<file path="config.mk">
export PLATFORM = sky130hd
export DESIGN_NAME = spi_slave_shifter
export DESIGN_NICKNAME = d
export VERILOG_FILES = /design/src/rtl/spi_pkg.sv /design/src/rtl/spi_sync_edge.sv /design/src/rtl/spi_slave_shifter.sv
export SDC_FILE = /design/constraint.sdc
export NUM_CORES = 1
export LEC_CHECK = 0
export CAP_MARGIN = 20
export CELL_PAD_IN_SITES_DETAIL_PLACEMENT = 1
export CELL_PAD_IN_SITES_GLOBAL_PLACEMENT = 2
export CORE_AREA = 2 2 69 103
export DETAILED_ROUTE_END_ITERATION = 12
export DIE_AREA = 0 0 71 105
export PLACE_DENSITY = 0.78
export SYNTH_ARGS = -nofsm -noshare
export SYNTH_HDL_FRONTEND = slang
export SYNTH_SLANG_ARGS = --single-unit
export TNS_END_PERCENT = 50
</file>
<file path="constraint.sdc">
create_clock -name PCLK -period 3.4 [get_ports PCLK]
set_input_delay 0.68 -clock PCLK [delete_from_list [all_inputs] [get_ports PCLK]]
set_output_delay 0.68 -clock PCLK [all_outputs]
set_load 0.005 [all_outputs]
</file>
<file path="src/rtl/spi_pkg.sv">
// Shared SPI definitions: mode encodings, CPOL/CPHA bit positions, and the
// frame-sequencer state type.
package spi_pkg;

   localparam int DATA_W_DEF = 8;

   // Bit positions inside spi_mode_i = {CPOL, CPHA}
   localparam int CPOL_IDX = 1;
   localparam int CPHA_IDX = 0;

   typedef enum logic [1:0] {
      MODE0 = 2'b00,
      MODE1 = 2'b01,
      MODE2 = 2'b10,
      MODE3 = 2'b11
   } spi_mode_e;

   typedef enum logic [1:0] {
      IDLE,
      LOAD,
      SHIFT
   } spi_state_e;

endpackage

</file>
<file path="src/rtl/spi_sync_edge.sv">
// Multi-flop synchroniser for one asynchronous pin, followed by an edge flop
// that turns level changes into single-PCLK rise/fall pulses.
module spi_sync_edge #(
   parameter int   SYNC_STG = 2,
   parameter logic RST_VAL  = 1'b0
) (
   input  logic PCLK,
   input  logic PRESET,
   input  logic d,
   output logic q,
   output logic rise,
   output logic fall
);

   logic [SYNC_STG-1:0] sync_q;
   logic                edge_q;

   // NOTE: non-blocking assignments so every stage captures the value its
   // predecessor held before this edge; blocking would collapse the chain.
   always_ff @(posedge PCLK) begin
      if (PRESET) begin
         sync_q <= {SYNC_STG{RST_VAL}};
         edge_q <= RST_VAL;
      end else begin
         sync_q <= {sync_q[SYNC_STG-2:0], d};
         edge_q <= sync_q[SYNC_STG-1];
      end
   end

   assign q    = sync_q[SYNC_STG-1];
   assign rise = q & ~edge_q;
   assign fall = ~q & edge_q;

endmodule

</file>
<file path="src/rtl/spi_slave_shifter.sv">
// SPI target transceiver: oversamples SCLK/SS_n/MOSI in the PCLK domain and
// shifts DATA_W-bit frames. Define SPI_SLV_LSBFE_EN to add the lsbfe_i port.
module spi_slave_shifter
   import spi_pkg::*;
#(
   parameter int                DATA_W    = DATA_W_DEF,
   parameter int                SYNC_STG  = 2,
   parameter logic [DATA_W-1:0] IDLE_FILL = {DATA_W{1'b1}}
) (
   input  logic              PCLK,
   input  logic              PRESET,
   input  logic              spe_i,
   input  logic [1:0]        spi_mode_i,
`ifdef SPI_SLV_LSBFE_EN
   input  logic              lsbfe_i,
`endif
   input  logic              sclk_i,
   input  logic              ss_n_i,
   input  logic              mosi_i,
   output logic              miso_o,
   output logic              miso_oe_o,
   input  logic [DATA_W-1:0] tx_data_i,
   input  logic              tx_valid_i,
   output logic              tx_ready_o,
   output logic [DATA_W-1:0] rx_data_o,
   output logic              rx_valid_o,
   output logic              tx_undr_o,
   output logic              frame_err_o
);

   localparam int                CNT_W    = (DATA_W > 1) ? $clog2(DATA_W) : 1;
   localparam logic [CNT_W-1:0]  LAST_BIT = CNT_W'(DATA_W - 1);

   logic sclk_q, sclk_rise, sclk_fall;
   logic ss_q, ss_fall, ss_rise_unused;
   logic mosi_q, mosi_rise_unused, mosi_fall_unused;

   spi_sync_edge #(.SYNC_STG(SYNC_STG), .RST_VAL(1'b0)) u_sclk_sync (
      .PCLK(PCLK), .PRESET(PRESET), .d(sclk_i),
      .q(sclk_q), .rise(sclk_rise), .fall(sclk_fall)
   );

   // Deselected is the safe power-up assumption for slave select.
   spi_sync_edge #(.SYNC_STG(SYNC_STG), .RST_VAL(1'b1)) u_ss_sync (
      .PCLK(PCLK), .PRESET(PRESET), .d(ss_n_i),
      .q(ss_q), .rise(ss_rise_unused), .fall(ss_fall)
   );

   spi_sync_edge #(.SYNC_STG(SYNC_STG), .RST_VAL(1'b0)) u_mosi_sync (
      .PCLK(PCLK), .PRESET(PRESET), .d(mosi_i),
      .q(mosi_q), .rise(mosi_rise_unused), .fall(mosi_fall_unused)
   );

   spi_state_e        state, state_nxt;
   logic [1:0]        mode_q;
   logic              lsb_first;
   logic [DATA_W-1:0] tx_buf, tx_shift, rx_shift, rx_word, load_word;
   logic              tx_full;
   logic [CNT_W-1:0]  bit_cnt;
   logic              miso_q, miso_oe_q, rx_valid_q, tx_undr_q, frame_err_q;
   logic [DATA_W-1:0] rx_data_q;
   logic              lead_edge, trail_edge, sample_edge, shift_edge;
   logic              frame_done, frame_abort;

   function automatic logic first_bit(input logic [DATA_W-1:0] w, input logic lsb);
      return lsb ? w[0] : w[DATA_W-1];
   endfunction

   function automatic logic [DATA_W-1:0] shift_out(input logic [DATA_W-1:0] w, input logic lsb);
      return lsb ? {1'b0, w[DATA_W-1:1]} : {w[DATA_W-2:0], 1'b0};
   endfunction

   function automatic logic [DATA_W-1:0] shift_in(input logic [DATA_W-1:0] w, input logic b,
                                                  input logic lsb);
      return lsb ? {b, w[DATA_W-1:1]} : {w[DATA_W-2:0], b};
   endfunction

   // SCLK polarity and phase pick which synced edge samples and which shifts.
   assign lead_edge   = mode_q[CPOL_IDX] ? sclk_fall : sclk_rise;
   assign trail_edge  = mode_q[CPOL_IDX] ? sclk_rise : sclk_fall;
   assign sample_edge = mode_q[CPHA_IDX] ? trail_edge : lead_edge;
   assign shift_edge  = mode_q[CPHA_IDX] ? lead_edge : trail_edge;
   assign rx_word     = shift_in(rx_shift, mosi_q, lsb_first);
   assign load_word   = tx_full ? tx_buf : IDLE_FILL;

   always_ff @(posedge PCLK) begin
      if (PRESET) state <= IDLE;
      else        state <= state_nxt;
   end

   // NOTE: every output of this block gets a default first, so no path
   // through the case can leave a signal unassigned and infer a latch.
   always_comb begin
      state_nxt   = state;
      frame_done  = 1'b0;
      frame_abort = 1'b0;
      unique case (state)
         IDLE:  if (spe_i && ss_fall) state_nxt = LOAD;
         LOAD:  state_nxt = SHIFT;
         SHIFT: begin
            if (sample_edge && bit_cnt == LAST_BIT) begin
               frame_done = 1'b1;
               state_nxt  = ss_q ? IDLE : LOAD;
            end else if (ss_q) begin
               frame_abort = (bit_cnt != '0) || sample_edge;
               state_nxt   = IDLE;
            end
         end
         default: state_nxt = IDLE;
      endcase
      if (!spe_i) begin
         state_nxt   = IDLE;
         frame_done  = 1'b0;
         frame_abort = 1'b0;
      end
   end

   // NOTE: tx_buf holds data only; tx_full qualifies it, so the data
   // register is deliberately left out of reset.
   always_ff @(posedge PCLK) begin
      if (tx_valid_i && !tx_full) tx_buf <= tx_data_i;
   end

   always_ff @(posedge PCLK) begin
      if (PRESET) begin
         mode_q      <= MODE0;
         tx_full     <= 1'b0;
         tx_shift    <= '0;
         rx_shift    <= '0;
         bit_cnt     <= '0;
         miso_q      <= 1'b0;
         miso_oe_q   <= 1'b0;
         rx_data_q   <= '0;
         rx_valid_q  <= 1'b0;
         tx_undr_q   <= 1'b0;
         frame_err_q <= 1'b0;
      end else begin
         rx_valid_q  <= frame_done;
         frame_err_q <= frame_abort;
         tx_undr_q   <= 1'b0;
         miso_oe_q   <= spe_i & ~ss_q;
         if (state == IDLE) mode_q <= spi_mode_i;
         if (spe_i) begin
            unique case (state)
               LOAD: begin
                  tx_undr_q <= ~tx_full;
                  tx_full   <= 1'b0;
                  bit_cnt   <= '0;
                  rx_shift  <= '0;
                  // CPHA=0 must present bit0 before the first leading edge.
                  if (!mode_q[CPHA_IDX]) begin
                     miso_q   <= first_bit(load_word, lsb_first);
                     tx_shift <= shift_out(load_word, lsb_first);
                  end else begin
                     tx_shift <= load_word;
                  end
               end
               SHIFT: begin
                  // A CPHA=0 trailing edge before any sample belongs to the previous frame.
                  if (shift_edge && (mode_q[CPHA_IDX] || bit_cnt != '0)) begin
                     miso_q   <= first_bit(tx_shift, lsb_first);
                     tx_shift <= shift_out(tx_shift, lsb_first);
                  end
                  if (sample_edge) begin
                     rx_shift <= rx_word;
                     bit_cnt  <= bit_cnt + CNT_W'(1);
                  end
                  if (frame_done) rx_data_q <= rx_word;
               end
               default: ;
            endcase
         end
         // Placed after LOAD so a write landing in the LOAD cycle is kept.
         if (tx_valid_i && !tx_full) tx_full <= 1'b1;
      end
   end

`ifdef SPI_SLV_LSBFE_EN
   logic lsbfe_q;
   always_ff @(posedge PCLK) begin
      if (PRESET)             lsbfe_q <= 1'b0;
      else if (state == IDLE) lsbfe_q <= lsbfe_i;
   end
   assign lsb_first = lsbfe_q;
`else
   assign lsb_first = 1'b0;
`endif

   assign miso_o      = miso_q;
   assign miso_oe_o   = miso_oe_q;
   assign tx_ready_o  = ~tx_full;
   assign rx_data_o   = rx_data_q;
   assign rx_valid_o  = rx_valid_q;
   assign tx_undr_o   = tx_undr_q;
   assign frame_err_o = frame_err_q;

endmodule
</file>
==> results.txt, run 1 <==
* Clock sink count: 52
- Routed wire length: about 5.1 mm
* Critical path class: flip-flop to output pin
- Maximum clock insertion buffer count: 2
- The worst register-to-register path has a depth of 4.
- Synthesis-stage register bit count: 52
- Highest fanout seen on the critical path: 12
- The largest individual stage delay along the critical path comes from the cell sky130_fd_sc_hd__dfxtp_1.
- Number of antenna violations at the first check in global routing: 0
- Cells along the critical path: inv_1, clkdlybuf4s50_1
- Top FF cell, synth: sky130_fd_sc_hd__dfxtp_1
- For the finished layout, the period the worst path requires is around 2.3 ns.
- Crit path to: tx_ready_o
- Total via count after detailed routing: between 1500 and 2000
- Max-cap violations: 0
- Element type at the critical path start: flip-flop
* Cell Pwr Density: roughly 380 nW/um^2
* Setup slack on the worst flop-to-flop path: roughly 1.4 ns
- Headroom to the max-slew limit came out at 0.521.
- Post-Syn Area per Cell: 10.2 um^2
- At the end of routability-driven placement, the weighted congestion stood at about 0.74.
- Entering global routing, the biggest net connects 61 pins.
- After clock tree synthesis, the repair step resized 0 gates.
- The die covers between 7000 and 8000 um^2.
- Total inserted antenna cells: 0
* Largest stage delay on the critical path: 0.63 ns
- Data arrives at the worst endpoint at roughly 1.6 ns.
- The via count of the first global-routing pass is approximately 1800.
* Skew-Pair Late Insertion Delay: around 0.32 ns
- Count of nets left with antenna violations after detail routing: 0
- Post-CTS Hold Fix Bufs: 0
- Static Leakage: around 0.0012 uW
- Synthesized instance count: roughly 240
- Die extent in x: 71 um
- Sequential element share of the synthesized area: 0.465
- Hold Worst Slack: around 0.41 ns
- Between clock sinks in the finished design, the worst skew comes to 0.00806 ns.
- During synthesis, Yosys emitted a total of 0 warnings.
- In the finished design, the share of the clock period the worst path needs comes to 0.666.
* Ratio of cells with drive above 1 in the final layout: 0.0885
- In this run, CTS created clock tree buffers numbering 5.
- From synthesis to final layout, the design area changed by 18.5%.
- Total power draw: about 1100 uW
- Ranked by total cell area, the synthesized netlist is headed by sky130_fd_sc_hd__dfxtp_1 (37%), sky130_fd_sc_hd__mux2i_1 (10%), sky130_fd_sc_hd__edfxtp_1 (10%).
- Slew at the pin with the worst max-slew slack: 0.718 ns
* Type of the tightest min-delay check: flip-flop to flip-flop
* Beginning of the worst register-to-register path: state[0]
- The biggest area contributor in the post-synthesis netlist is sky130_fd_sc_hd__dfxtp_1.
- # IOs: 31
- The cell sitting at the root of the clock tree is a sky130_fd_sc_hd__clkbuf_8.
* Final number of hold-violating endpoints: 0
* Share of the synthesized area in the top cell type: 0.366
* Number of nets at the end of the flow: roughly 280
- Area of the mapped netlist: 2410 um^2
* Global-route wire length before repair: about 8.6 mm
- Run status: finished clean
* Async set or reset register ratio after synthesis: 0
- Counting distinct cell types in the post-synthesis netlist gives 41.
- From bottom edge to top edge, the die measures between 100 and 150 um.
- The final max-slew violation count is 0.
- Capturing point of the worst reg2reg path: rx_shift[6]
- Setup repair after global routing left no endpoint under its margin.
- DRC violations left: 0
* Port bufs: 30
* Synth Net Count: approximately 260
* Number of failing setup endpoints in the final timing report: 0
- Counting flops with a built-in enable in the synthesized netlist gives 8.
- Peak supply drop: around 0.24 mV
- First DRT Iteration DRCs: 48
- Post-CTS Setup Bufs: 0
* Type of destination of the critical path: output pin
- In this run the number of H-tree levels came out at 2.
* Required arrival time at the worst endpoint: 2.72 ns
- The floorplan has 36 rows.
* Final HPWL DP: between 3 and 4 mm
- Based on the critical path, the design can be clocked at up to between 400 and 500 MHz.
- After clock tree synthesis, the clock-pin slew on the worst setup and hold paths is about 0.09 ns.
- Overflow left after global routing: 0
- After detailed routing, the number of vias per cell comes to 5.31.
- Setup total negative slack on the finished layout was measured at 0 ns.
- In this run the standard cell core region covers 6530 um^2.
* Wire length per cell: about 15 um
- Total routing resource utilization after global routing: 0.147
* Initial Util: 0.369
- Tracing the worst setup path back leads to its startpoint at tx_full.
- CTS tree: yes
- Drt pass-1 iters: 4
worst min-delay path by stage:
stage | startpoint | to | slack [ns] | cells past startpoint
global route | u_ss_sync.sync_q[0] | u_ss_sync.sync_q[1] | 0.42 | 1
finish | u_ss_sync.sync_q[0] | u_ss_sync.sync_q[1] | 0.41 | 1
global placement | u_ss_sync.sync_q[0] | u_ss_sync.sync_q[1] | 0.40 | 1
CTS | u_ss_sync.sync_q[0] | u_ss_sync.sync_q[1] | 0.42 | 1
detailed placement | u_ss_sync.sync_q[0] | u_ss_sync.sync_q[1] | 0.40 | 1
floorplan | u_ss_sync.sync_q[0] | u_ss_sync.sync_q[1] | 0.39 | 1
power by group:
| part | internal (uW) | switching [uW] | total (uW) |
|---|---|---|---|
| logic | 44.0 | 36.5 | 80.4 |
| registers | 637 | 11.9 | 649 |
| clock network | 144 | 208 | 352 |
metrics by stage:
stage / instance area, um^2 / setup WS, ns / std cells / util
floorplan: 2410 / 1.62 / 235 / -
global placement: 2770 / 1.06 / 328 / 0.424
detailed placement: 2770 / 1.02 / 328 / 0.424
CTS: 2860 / 1.10 / 336 / 0.437
global route: 2860 / 1.05 / 336 / 0.437
finish: 2860 / 1.14 / 336 / 0.437
Yosys cell counts, types with 2 or more instances:
| library cell | number |
|---|---|
| sky130_fd_sc_hd__a311oi_1 | 2 |
| sky130_fd_sc_hd__a21oi_1 | 4 |
| sky130_fd_sc_hd__a311o_1 | 7 |
| sky130_fd_sc_hd__buf_2 | 6 |
| sky130_fd_sc_hd__a2111oi_0 | 2 |
| sky130_fd_sc_hd__a211oi_1 | 5 |
| sky130_fd_sc_hd__nand2b_1 | 28 |
| sky130_fd_sc_hd__nand3_1 | 6 |
| sky130_fd_sc_hd__inv_1 | 6 |
| sky130_fd_sc_hd__a211o_1 | 11 |
| sky130_fd_sc_hd__o21ai_0 | 2 |
| sky130_fd_sc_hd__nor3b_1 | 5 |
| sky130_fd_sc_hd__or2_2 | 3 |
| sky130_fd_sc_hd__mux2i_1 | 24 |
| sky130_fd_sc_hd__edfxtp_1 | 8 |
| sky130_fd_sc_hd__nor2_1 | 12 |
| sky130_fd_sc_hd__nand2_1 | 8 |
| sky130_fd_sc_hd__or3b_2 | 3 |
| sky130_fd_sc_hd__ha_1 | 3 |
| sky130_fd_sc_hd__nor2b_1 | 10 |
| sky130_fd_sc_hd__dfxtp_1 | 44 |
| sky130_fd_sc_hd__nor3_1 | 5 |
| sky130_fd_sc_hd__clkbuf_1 | 13 |
worst max-delay path, delay by kind of cell (launching register included):
kind | cells | cell delay, ns
flip-flops | 1 | 0.63
buffers and inverters | 2 | 0.63
placed cells by master, fill, tap and decap left out, types with 4 or more instances in the layout:
cell / synthesis / routed
sky130_fd_sc_hd__a211o_1: 11 / 11
sky130_fd_sc_hd__a211oi_1: 5 / 5
sky130_fd_sc_hd__a21oi_1: 4 / 4
sky130_fd_sc_hd__a311o_1: 7 / 7
sky130_fd_sc_hd__buf_4: 0 / 6
sky130_fd_sc_hd__clkbuf_8: 0 / 5
sky130_fd_sc_hd__clkdlybuf4s50_1: 0 / 30
sky130_fd_sc_hd__dfxtp_1: 44 / 44
sky130_fd_sc_hd__edfxtp_1: 8 / 8
sky130_fd_sc_hd__inv_1: 6 / 6
sky130_fd_sc_hd__mux2i_1: 24 / 24
sky130_fd_sc_hd__nand2_1: 8 / 8
sky130_fd_sc_hd__nand2b_1: 28 / 28
sky130_fd_sc_hd__nand3_1: 6 / 6
sky130_fd_sc_hd__nor2_1: 12 / 12
sky130_fd_sc_hd__nor2b_1: 10 / 10
sky130_fd_sc_hd__nor3_1: 5 / 5
sky130_fd_sc_hd__nor3b_1: 5 / 5
flip-flops by register name, indices dropped and copies added (netlist names), 2 cells and up:
name,flops
state,2
bit_cnt,3
rx_shift,7
u_sclk_sync.sync_q,2
u_ss_sync.sync_q,2
tx_buf,8
tx_shift,8
u_mosi_sync.sync_q,2
rx_data_o,8
mode_q,2
logic make-up after synthesis:
family,share of synthesized area
compound gates,0.146
xor+xnor,0.00364
fa+ha+maj,0.0156
buf+inv,0.0421
flops,0.465
mux,0.106
simple gates,0.221
final cells by class:
type | instances | area [um^2]
multi-input combinational | 158 | 1190
inverter | 6 | 22.5
clock inverter | 2 | 12.5
clock buffer | 6 | 72.6
timing repair buffer | 36 | 345
fill | 748 | 3680
tap | 76 | 95.1
sequential | 52 | 1120
metal layers:
metal / GRT usage / up-vias / share of wire
met5: 0 / - / 0
met4: 0.0647 / 0 / 0.020
met3: 0.0347 / 5 / 0.033
met2: 0.266 / 34 / 0.51
met1: 0.159 / 852 / 0.43
li1: - / 892 / -
Power figures use the tool's default switching activity.
==> run 2, diff against run 1 <==
--- a/config.mk
+++ b/config.mk
@@ -8,10 +8,10 @@
 export CAP_MARGIN = 20
 export CELL_PAD_IN_SITES_DETAIL_PLACEMENT = 1
 export CELL_PAD_IN_SITES_GLOBAL_PLACEMENT = 2
-export CORE_AREA = 2 2 69 103
+export CORE_AREA = 2 2 75 113
 export DETAILED_ROUTE_END_ITERATION = 12
-export DIE_AREA = 0 0 71 105
-export PLACE_DENSITY = 0.78
+export DIE_AREA = 0 0 77 115
+export PLACE_DENSITY = 0.69
 export SYNTH_ARGS = -nofsm -noshare
 export SYNTH_HDL_FRONTEND = slang
 export SYNTH_SLANG_ARGS = --single-unit
==> constraint.sdc (replaced) <==
create_clock -name PCLK -period 1.9 [get_ports PCLK]
set_input_delay 0.38 -clock PCLK [delete_from_list [all_inputs] [get_ports PCLK]]
set_output_delay 0.38 -clock PCLK [all_outputs]
set_load 0.005 [all_outputs]
==> run 2 against run 1 <==
Net effect:
- first-iteration DRC count up 40%
- critical endpoint is now tx_shift[6]
- clock skew down 0.0014 ns
- cell area up 7.3%
- highest routed layer unchanged
- critical path depth up 3
- largest power group unchanged
==> results.txt, run 2 (synthesis gave the netlist of run 1 again) <==
- The run finished with clean final reports.
* Clock sink count: 52 (unchanged)
- Overall die area: 8860 um^2 (+19%)
- The via count of the first global-routing pass is 1868 (+2.1%).
- Global-route wire length before repair: 9.12 mm (+6.1%)
* Leading cell type in the layout, fill and taps excluded: sky130_fd_sc_hd__dfxtp_1
- Setup slack of the critical path after layout: 0.170 ns (-0.966 ns)
* Die extent in x: 77 um (+8.5%)
* Placed Cells: 368 (+12%)
* Routed wire length: 5.31 mm (+3.6%)
* Number of buffers added by the clock tree synthesis step: 5 (unchanged)
- The top cell types in the final layout, fill and taps aside, are sky130_fd_sc_hd__dfxtp_1 (44), sky130_fd_sc_hd__clkdlybuf4s50_1 (29), sky130_fd_sc_hd__nand2b_1 (28), sky130_fd_sc_hd__mux2i_1 (24), sky130_fd_sc_hd__buf_4 (16).
- The number of hold violations in the final report came to 0 (unchanged).
- The post-route non-filler standard cell count was 376 (+12%).
- First DRT Iteration DRCs: 67 (+40%)
- Unrepaired setup endpoints after global routing: false
- Type of the tightest min-delay check: flip-flop to flip-flop
- The largest fanout on the critical path came to 7 (-5).
- Max-Slew Margin vs Limit: 0.738 (+0.216)
- The clock latency of the later-clocked register in the worst-skew pair came to 0.29 ns (-0.03 ns).
* Fraction of power consumed by combinational cells: 0.069 (-0.005)
- The number of hold-repair buffers added at the cts stage is 0 (unchanged).
- The fraction of final layout cells sized beyond drive strength 1 came to 0.129 (+0.0407).
* Final RePlAce weighted congestion: 0.717 (-2.6%)
- The transition time at the pin with the least slew margin is 0.384 ns (-0.334 ns).
- The path with the worst hold slack has its endpoint at u_ss_sync.sync_q[1].
- Required arrival time at the worst endpoint: 2.11 ns (-0.61 ns)
* Number of slew-limit violations in the final report: 0 (unchanged)
- Drt pass-1 iters: 4 (unchanged)
* Worst clock skew on the final layout: 0.00668 ns (-0.00139 ns)
- Initial Util: 0.305 (-0.0642)
- The number of setup buffers added after CTS is 0 (unchanged).
* Port bufs: 30 (unchanged)
* Relative area change from synthesis to final layout: 27.2%
* Max-cap violations: 0 (unchanged)
* Wire length per cell: 14.1 um (-7.4%)
* Cells resized by post-CTS repair: 0 (unchanged)
- The portion of total power attributed to the clock network came to 0.440 (+0.115).
- The sum of negative setup slack is 0 ns (unchanged).
* Clock transition at the register clock pins on the worst setup and hold paths after CTS: 0.07 ns (-0.02 ns)
* Type of destination of the critical path: flip-flop
- Number of antenna violations at the first check in global routing: 0 (unchanged)
- Total net switching power: 497 uW (+94%)
* Period utilisation layout: 0.910
* Static Leakage: 0.00128 uW (+8.2%)
- Net switching fraction of the power: 0.211 (-0.0254)
* Clock H-tree levels: 2 (unchanged)
* Count of nets left with antenna violations after detail routing: 0 (unchanged)
- Min Tclk post-route: 1.73 ns
* # IOs: 31 (unchanged)
* Start point of the worst hold path: u_ss_sync.sync_q[0]
* Arrival time worst endpoint: 1.94 ns (+0.36 ns)
- The cell sitting at the root of the clock tree is a sky130_fd_sc_hd__clkbuf_16.
- The largest net degree at the start of global routing is 32 (-48%).
* Number of nets at the end of the flow: 290 (+3.9%)
* Number of failing setup endpoints in the final timing report: 0 (unchanged)
- TritonCTS built the clock tree.
- Cell Pwr Density: 767 nW/um^2 (+100%)
- The worst reg-to-reg path cell count came to 5 (+1).
- Internal power consumption: 1850 uW (+120%)
- The remaining design rule violation count came to 0 (unchanged).
- Element type at the critical path start: flip-flop
* Peak supply drop: 0.494 mV (+110%)
- The overflow left after global routing was 0 (unchanged).
- The global router's overall resource usage is 0.132 (-0.0150).
* Vertical die dimension: 115 um (+9.5%)
- Critical path class: flip-flop to flip-flop
- Total inserted antenna cells: 0 (unchanged)
- The number of rows in the core area was 40 (+11%).
* Beginning of the worst register-to-register path: u_sclk_sync.edge_q
- The endpoint identified for the worst register-to-register timing path is tx_shift[6].
* Cell count of the worst hold path: 1 (unchanged)
- Final HPWL DP: 3.83 mm (+6.3%)
* Mean number of vias per cell: 4.85 (-8.6%)
- The worst reg-to-reg setup slack came to 0.17 ns (-1.23 ns).
* Maximum clock frequency: just under 600 MHz
* Crit. Startpoint: u_sclk_sync.edge_q
- The total via count in the routed design was 1824 (+2.3%).
* Sequential group share of total power: 0.491 (-0.109)
- Maximum clock insertion buffer count: 2 (unchanged)
- The core region area is 7910 um^2 (+21%).
- The pre-CTS worst setup slack was 0.111 ns (-0.913 ns).
run 2: cell types whose count changed in the layout (fill, tap and decap cells not counted), sizes merged:
cell	change
inv	+1
clkinvlp	-1
clkinv	-1
buf	+12
clkdlybuf4s50	-1
bufinv	+1
run 2: through the flow:
stage / total power [uW] / hold slack [ns] / util / cell area [um^2]
after floorplan: 1270 / 0.389 / - / 2410
after global placement: 1340 / 0.391 / 0.366 / 2900
after detailed placement: 1350 / 0.401 / 0.366 / 2900
after CTS: 2400 / 0.418 / 0.388 / 3060
after global routing: 2470 / 0.431 / 0.388 / 3060
final: 2350 / 0.414 / 0.388 / 3060
run 2: critical path, stage by stage, from the launching register on:
cell	delay [ns]
sky130_fd_sc_hd__dfxtp_1	0.38
sky130_fd_sc_hd__or3b_4	0.41
sky130_fd_sc_hd__a221oi_4	0.32
sky130_fd_sc_hd__o221ai_4	0.16
sky130_fd_sc_hd__buf_4	0.20
sky130_fd_sc_hd__mux2i_1	0.18
run 2: final cells by class:
class,instances,area (um^2)
Tap cell,105,131
Clock inverter,2,38.8
Clock buffer,6,129
Inverter,6,22.5
Sequential cell,52,1120
Fill cell,927,4840
Timing Repair Buffer,47,435
Multi-Input combinational cell,158,1190
run 2: worst max-delay path by stage:
| stage | end | slack [ns] | depth (start not counted) |
|---|---|---|---|
| after floorplan | tx_shift[0] | 0.18 | 4 |
| after global routing | bit_cnt[2] | 0.07 | 6 |
| final | tx_shift[6] | 0.17 | 5 |
| after global placement | rx_shift[6] | 0.14 | 5 |
| after detailed placement | bit_cnt[1] | 0.11 | 5 |
| after CTS | tx_shift[6] | 0.15 | 5 |
run 2: routing by layer:
metal	global-route usage	wire length, um
met5	0	0
met4	0.0607	94
met3	0.0298	181
met2	0.239	2750
met1	0.148	2290
run 2: power groups by stage:
stage	clock network [uW]	logic (uW)	registers, uW
after floorplan	0	91.7	1180
after global placement	0	164	1180
after detailed placement	0	165	1180
after CTS	1080	165	1150
after global routing	1130	179	1160
final	1040	162	1150
